## src/rtl/amo_sequencer.sv

```systemverilog
// amo_sequencer: runs RV32A LR.W / SC.W / AMO*.W from the MEM stage as a
// read-modify-write on the data port, owns the LR/SC reservation and
// freezes the pipeline while a transaction is in flight.
module amo_sequencer #(
    parameter int XLEN     = 32,
    parameter int RSV_GRAN = 2
) (
    input  logic            clk,
    input  logic            reset,
    input  logic            amo_valid,
    input  logic [4:0]      amo_funct5,
    input  logic [XLEN-1:0] amo_addr,
    input  logic [XLEN-1:0] amo_rs2,
    input  logic            trap,
    input  logic            snoop_st_valid,
    input  logic [XLEN-1:0] snoop_st_addr,
    output logic            mem_req,
    output logic            mem_we,
    output logic [XLEN-1:0] mem_addr,
    output logic [XLEN-1:0] mem_wdata,
    input  logic            mem_ack,
    input  logic [XLEN-1:0] mem_rdata,
    output logic            atomic_unit_stall,
    output logic            amo_done,
    output logic [XLEN-1:0] amo_result,
    output logic            amo_fault
);
    localparam logic [4:0] F5_ADD  = 5'b00000;
    localparam logic [4:0] F5_SWAP = 5'b00001;
    localparam logic [4:0] F5_LR   = 5'b00010;
    localparam logic [4:0] F5_SC   = 5'b00011;
    localparam logic [4:0] F5_XOR  = 5'b00100;
    localparam logic [4:0] F5_OR   = 5'b01000;
    localparam logic [4:0] F5_AND  = 5'b01100;
    localparam logic [4:0] F5_MIN  = 5'b10000;
    localparam logic [4:0] F5_MAX  = 5'b10100;
    localparam logic [4:0] F5_MINU = 5'b11000;
    localparam logic [4:0] F5_MAXU = 5'b11100;

    typedef enum logic [1:0] {
        ST_IDLE  = 2'b00,
        ST_READ  = 2'b01,
        ST_WRITE = 2'b10,
        ST_DONE  = 2'b11
    } state_t;

    state_t                 state_r;
    state_t                 state_s;
    logic [4:0]             funct5_r;
    logic [XLEN-1:2]        addr_r;
    logic [XLEN-1:0]        rs2_r;
    logic [XLEN-1:0]        old_r;
    logic [XLEN-1:0]        result_r;
    logic                   fault_r;
    logic                   rsv_valid_r;
    logic [XLEN-1:RSV_GRAN] rsv_addr_r;

    logic accept_s;
    logic bad_s;
    logic rsv_hit_s;
    logic snoop_hit_s;
    logic is_lr_s;
    logic is_sc_s;
    logic rsv_set_s;
    logic rsv_clr_s;
    logic unused_s;

    function automatic logic op_supported(input logic [4:0] f);
        case (f)
            F5_ADD, F5_SWAP, F5_LR, F5_SC, F5_XOR, F5_OR, F5_AND,
            F5_MIN, F5_MAX, F5_MINU, F5_MAXU: op_supported = 1'b1;
            default:                          op_supported = 1'b0;
        endcase
    endfunction

    function automatic logic [XLEN-1:0] amo_apply(input logic [4:0]      f,
                                                  input logic [XLEN-1:0] old,
                                                  input logic [XLEN-1:0] rs2);
        case (f)
            F5_ADD:  amo_apply = old + rs2;
            F5_XOR:  amo_apply = old ^ rs2;
            F5_OR:   amo_apply = old | rs2;
            F5_AND:  amo_apply = old & rs2;
            F5_MIN:  amo_apply = ($signed(old) < $signed(rs2)) ? old : rs2;
            F5_MAX:  amo_apply = ($signed(old) > $signed(rs2)) ? old : rs2;
            F5_MINU: amo_apply = (old < rs2) ? old : rs2;
            F5_MAXU: amo_apply = (old > rs2) ? old : rs2;
            // SWAP and a successful SC both store rs2 unchanged
            default: amo_apply = rs2;
        endcase
    endfunction

    // trap in IDLE blocks acceptance; faults are decided on the incoming operands
    assign accept_s    = (state_r == ST_IDLE) && amo_valid && !trap;
    assign bad_s       = (amo_addr[1:0] != 2'b00) || !op_supported(amo_funct5);
    assign rsv_hit_s   = rsv_valid_r && (amo_addr[XLEN-1:RSV_GRAN] == rsv_addr_r);
    assign snoop_hit_s = snoop_st_valid && rsv_valid_r &&
                         (snoop_st_addr[XLEN-1:RSV_GRAN] == rsv_addr_r);
    assign is_lr_s     = (funct5_r == F5_LR);
    assign is_sc_s     = (funct5_r == F5_SC);
    assign rsv_set_s   = (state_r == ST_READ) && mem_ack && is_lr_s;
    assign rsv_clr_s   = trap || snoop_hit_s || ((state_r == ST_DONE) && is_sc_s);
    assign unused_s    = ^snoop_st_addr[RSV_GRAN-1:0];

    // State register
    always_ff @(posedge clk) begin
        if (reset) begin
            state_r <= ST_IDLE;
        end else begin
            state_r <= state_s;
        end
    end

    // Next-state decode
    always_comb begin
        state_s = state_r;
        case (state_r)
            ST_IDLE: begin
                if (!accept_s) begin
                    state_s = ST_IDLE;
                end else if (bad_s) begin
                    state_s = ST_DONE;
                end else if (amo_funct5 == F5_SC) begin
                    state_s = rsv_hit_s ? ST_WRITE : ST_DONE;
                end else begin
                    state_s = ST_READ;
                end
            end
            ST_READ: begin
                // an ack coinciding with trap still ends the request; the op is abandoned
                if (trap) begin
                    state_s = ST_IDLE;
                end else if (mem_ack) begin
                    state_s = is_lr_s ? ST_DONE : ST_WRITE;
                end else begin
                    state_s = ST_READ;
                end
            end
            ST_WRITE: begin
                // a write in flight is never torn, trap or not
                if (mem_ack) begin
                    state_s = ST_DONE;
                end else begin
                    state_s = ST_WRITE;
                end
            end
            ST_DONE: state_s = ST_IDLE;
            default: state_s = ST_IDLE;
        endcase
    end

    // Operand capture at acceptance, early results, and read-data capture
    always_ff @(posedge clk) begin
        if (reset) begin
            funct5_r <= 5'b00000;
            addr_r   <= {(XLEN-2){1'b0}};
            rs2_r    <= {XLEN{1'b0}};
            old_r    <= {XLEN{1'b0}};
            result_r <= {XLEN{1'b0}};
            fault_r  <= 1'b0;
        end else if (accept_s) begin
            funct5_r <= amo_funct5;
            addr_r   <= amo_addr[XLEN-1:2];
            rs2_r    <= amo_rs2;
            fault_r  <= bad_s;
            // SC failure reports 1; fault and SC success report 0
            result_r <= (!bad_s && (amo_funct5 == F5_SC) && !rsv_hit_s) ?
                        {{(XLEN-1){1'b0}}, 1'b1} : {XLEN{1'b0}};
        end else if ((state_r == ST_READ) && mem_ack) begin
            old_r    <= mem_rdata;
            result_r <= mem_rdata;
        end
    end

    // Reservation: clear has priority over set
    always_ff @(posedge clk) begin
        if (reset) begin
            rsv_valid_r <= 1'b0;
            rsv_addr_r  <= {(XLEN-RSV_GRAN){1'b0}};
        end else if (rsv_clr_s) begin
            rsv_valid_r <= 1'b0;
        end else if (rsv_set_s) begin
            rsv_valid_r <= 1'b1;
            rsv_addr_r  <= {addr_r, 2'b00} >> RSV_GRAN;
        end
    end

    // Bus and result outputs are pure decodes of registered state
    assign mem_req           = (state_r == ST_READ) || (state_r == ST_WRITE);
    assign mem_we            = (state_r == ST_WRITE);
    assign mem_addr          = mem_req ? {addr_r, 2'b00} : {XLEN{1'b0}};
    assign mem_wdata         = mem_we ? amo_apply(funct5_r, old_r, rs2_r) : {XLEN{1'b0}};
    assign amo_done          = (state_r == ST_DONE);
    assign amo_result        = amo_done ? result_r : {XLEN{1'b0}};
    assign amo_fault         = amo_done && fault_r;
    assign atomic_unit_stall = ((state_r == ST_IDLE) && amo_valid) || mem_req;

endmodule

```

## config.mk

```make
export PLATFORM = sky130hd
export DESIGN_NAME = amo_sequencer
export DESIGN_NICKNAME = d
export VERILOG_FILES = /design/src/rtl/amo_sequencer.sv
export SDC_FILE = /design/constraint.sdc
export NUM_CORES = 1
export LEC_CHECK = 0
export BUFFER_PORTS_ARGS = -buffer_cell sky130_fd_sc_hd__buf_4
export CELL_PAD_IN_SITES_DETAIL_PLACEMENT = 0
export CELL_PAD_IN_SITES_GLOBAL_PLACEMENT = 1
export CORE_ASPECT_RATIO = 1.5
export CORE_MARGIN = 5
export CORE_UTILIZATION = 30
export CTS_CLUSTER_SIZE = 28
export DETAILED_ROUTE_END_ITERATION = 7
export MAX_ROUTING_LAYER = met4
export PLACE_DENSITY = 0.64
export SLEW_MARGIN = 5
export SYNTH_ARGS = -nofsm -noshare
export SYNTH_HDL_FRONTEND = slang
export SYNTH_SLANG_ARGS = --single-unit
```

## constraint.sdc

```tcl
create_clock -name clk -period 5.5 [get_ports clk]
set_input_delay 1.1 -clock clk [delete_from_list [all_inputs] [get_ports clk]]
set_output_delay 1.1 -clock clk [all_outputs]
set_load 0.02 [all_outputs]
```

==> results.yml <==
place:
  port_buffers: 235
  hpwl_um: 36200
  gp_congestion: 0.923
logic_synthesis:
  synth_area_leaders: "dfxtp_1, ha_1, nand2_1"
  yosysMostFrequentCell: "nand2_1"
  syn_inst: 1603
  ys.flop_type: "dfxtp_1"
  yosysTopAreaCell: "dfxtp_1"
  ys_types: 82
  synth_area_um2: 12000
  synth_enable_flop_cells: 0
  syn_avg_cell_area_um2: 7.46
  synth_top_area_share_pct: 27.6
  yosysWarnings: 0
  ys_async_sr_fraction_pct: 0
  synth.top_cells.by_count: "nand2_1, a21oi_1, dfxtp_1"
  synth-seq-cells: 165
  yosysSeqAreaShare_pct: 27.6
grt:
  grt_util_all_layers_pct: 21.9
  grt-ovfl-total: 0
  antenna_found_initial: 0
  grt_pass1_vias: 12400
  grt_pass1_wl_um: 73000
  grt_max_degree: 79
setup_path:
  cp-end-kind: "output pin"
  crit_cells: 14
  cp_common_cell: "buf_4"
  cpLargestDelayFamily: "compound AO/OA/AOI/OAI gates"
  reg2reg_depth: 9
  crit_chain: "inv_1 -> ha_1 -> nor2b_1 -> o211ai_1 -> a21boi_0 -> buf_4 -> or4_4 -> a211oi_4 -> o21ai_1 -> nand3_2 -> buf_4 -> a221oi_1 -> a211oi_2 -> buf_4"
  worst_setup_path_start_kind: "flop"
  crit_path_max_incr_delay_ns: 0.54
  worst-path-buf-inv: 4
  critPathSlowestCell: "or4_4"
  cp.required_ns: 4.40
  crit_fanout: 16
  path_class: "flop to output pin"
  arrival_ns: 4.34
route:
  vias: 12200
  routedWlPerCell_um: 20.7
  postRouteAntennaNets: 0
  first_pass_iters: 5
  routed_via_density: 5.22
  first_iter_violations: 617
  wirelength_um: 48200
  drc: 0
finish:
  diodes: 0
  nets: 2062
  area_delta_synth_final_pct: 27.8
  n_fill_cell: 4242
  layout-drive-gt1-share_pct: 21.9
sta:
  period_share_pct: 98.9
  whs_ns: 0.453
  rsz0062_at_grt: "yes"
  relSlewSlack_pct: 22.4
  finalHoldViolations: 0
  worstMarginPinSlew_ns: 1.16
  min_period_ns: 5.44
  fmax_mhz: 184
  fin_skew_ns: 0.0115
  final_max_slew_viol_count: 0
  final-setup-viol-count: 0
pwr:
  leakage_nw: 6.44
  finalPower_mw: 3.42
  p_per_area_nw_per_um2: 224
  vdd_drop_max_v: 0.000179
flow_run:
  cap_violations: 0
cts:
  cts_tree: "done"
  cts_sinks: 165
  clkLatencyLatePin_ns: 0.46
  cts_hold_buf: 0
  root_buffer: "clkbuf_16"
  htreeDepth: 4
  clock_path_buffers: 2
  numCtsBuffers: 17
  path_clk_slew_ns: 0.08
floorplan:
  core-area_um2: 39400
  die_w_um: 173
  die_y_um: 255
  placementRows: 89
  initial_core_util_pct: 30.3
  die-area_um2: 44000
  pin_count: 240
status:
  status: "finished clean"
min_path:
  worstHoldPathType: "flop to flop"
  hold_depth: 2
where the power goes:
group	internal, mW	switching (mW)	total (mW)
sequential	1.23	0.0320	1.26
combinational	0.331	0.508	0.838
clock	0.731	0.595	1.33
total	2.29	1.13	3.42
registers in the layout, indices dropped and copies added (netlist names):
register,count
old_r,32
result_r,32
rs2_r,32
addr_r,30
rsv_addr_r,30
funct5_r,5
state_r,2
fault_r,1
rsv_valid_r,1
worst paths after layout:
| check | start | slack, ns | to |
|---|---|---|---|
| setup / recovery | rs2_r[9] | 0.06 | mem_wdata[0] |
| hold reg to reg | result_r[21] | 0.45 | result_r[21] |
| setup reg to reg | rsv_addr_r[6] | 2.38 | rsv_addr_r[21] |
| hold / removal | result_r[21] | 0.45 | result_r[21] |
layout make-up:
class | instances | area, um2 | share of cell area, %
clock inverters | 14 | 189 | 1.24
repair buffers | 308 | 2320 | 15.2
clock buffers | 18 | 429 | 2.81
well taps | 500 | 626 | 4.09
multi-input cells | 1247 | 8100 | 53.0
flip-flops and latches | 165 | 3310 | 21.6
inverters | 83 | 312 | 2.04
stage by stage:
stage	util, %	area, um2	TNS, ns	worst slack (ns)	std cells
detailed placement	36.7	14500	0	0.319	2301
finish	38.8	15300	0	0.0593	2335
floorplan	-	12000	0	0.666	1604
global route	38.8	15300	-0.195	-0.181	2335
CTS	38.4	15100	0	0.0252	2335
global placement	36.7	14500	0	0.354	2301
kinds of logic (layout without fill, tap and decap cells):
| logic type | after synthesis | in the layout | share of synthesized area [%] |
|---|---|---|---|
| AND/OR/NAND/NOR | 577 | 577 | 22.0 |
| flip-flops | 165 | 165 | 27.6 |
| AO/OA/AOI/OAI | 455 | 455 | 24.7 |
| XOR/XNOR | 74 | 74 | 5.42 |
| buffers and inverters | 192 | 423 | 6.39 |
| adder cells (fa/ha/maj) | 102 | 102 | 10.7 |
| other | 1 | 2 | 0.0314 |
| multiplexers | 37 | 37 | 3.13 |
metal layers:
| layer | share of wire (%) | GRT usage [%] | up-vias |
|---|---|---|---|
| li1 | - | - | 6009 |
| met4 | 3.0 | 8.12 | 0 |
| met3 | 5.6 | 4.73 | 78 |
| met1 | 39 | 23.5 | 5741 |
| met2 | 53 | 39.9 | 364 |
| met5 | 0 | - | - |
worst reg2reg max path: stages, from the launching register on:
cell     delay, ns
dfxtp_1       0.35
xor2_1        0.17
nor4_1        0.68
nand4_1       0.26
nor4_1        0.53
nor2_1        0.08
nand2_1       0.08
buf_4         0.49
mux2i_1       0.27
nor2_1        0.06
repair_timing:
action	CTS	global route
buffers inserted	2	0
setup endpoints to repair	15	28
gates resized for setup	7	31
endpoints found under the hold margin	0	0
pin swaps	1	2
cell usage in the layout, fill, tap and decap left out, types with 5 or more instances in the layout:
cell         n
buf_4      307
nand2_1    306
a21oi_1    213
dfxtp_1    163
ha_1        95
nor2_1      87
inv_1       80
and2_1      68
o21ai_0     50
xor2_1      40
mux2i_1     36
xnor2_1     34
a221oi_1    26
a211oi_1    25
nor3_1      18
a21o_1      18
nand3_1     17
clkbuf_16   17
o211ai_1    15
nor4_1      14
a31oi_1     13
nand4_1     12
o32ai_1     11
and3_1       8
nor2b_1      6
or3_1        6
nand2b_1     6
o2111ai_1    6
nor4_4       5
o31ai_1      5
a2111oi_0    5
ha_2         5
Power figures use the tool's default switching activity.
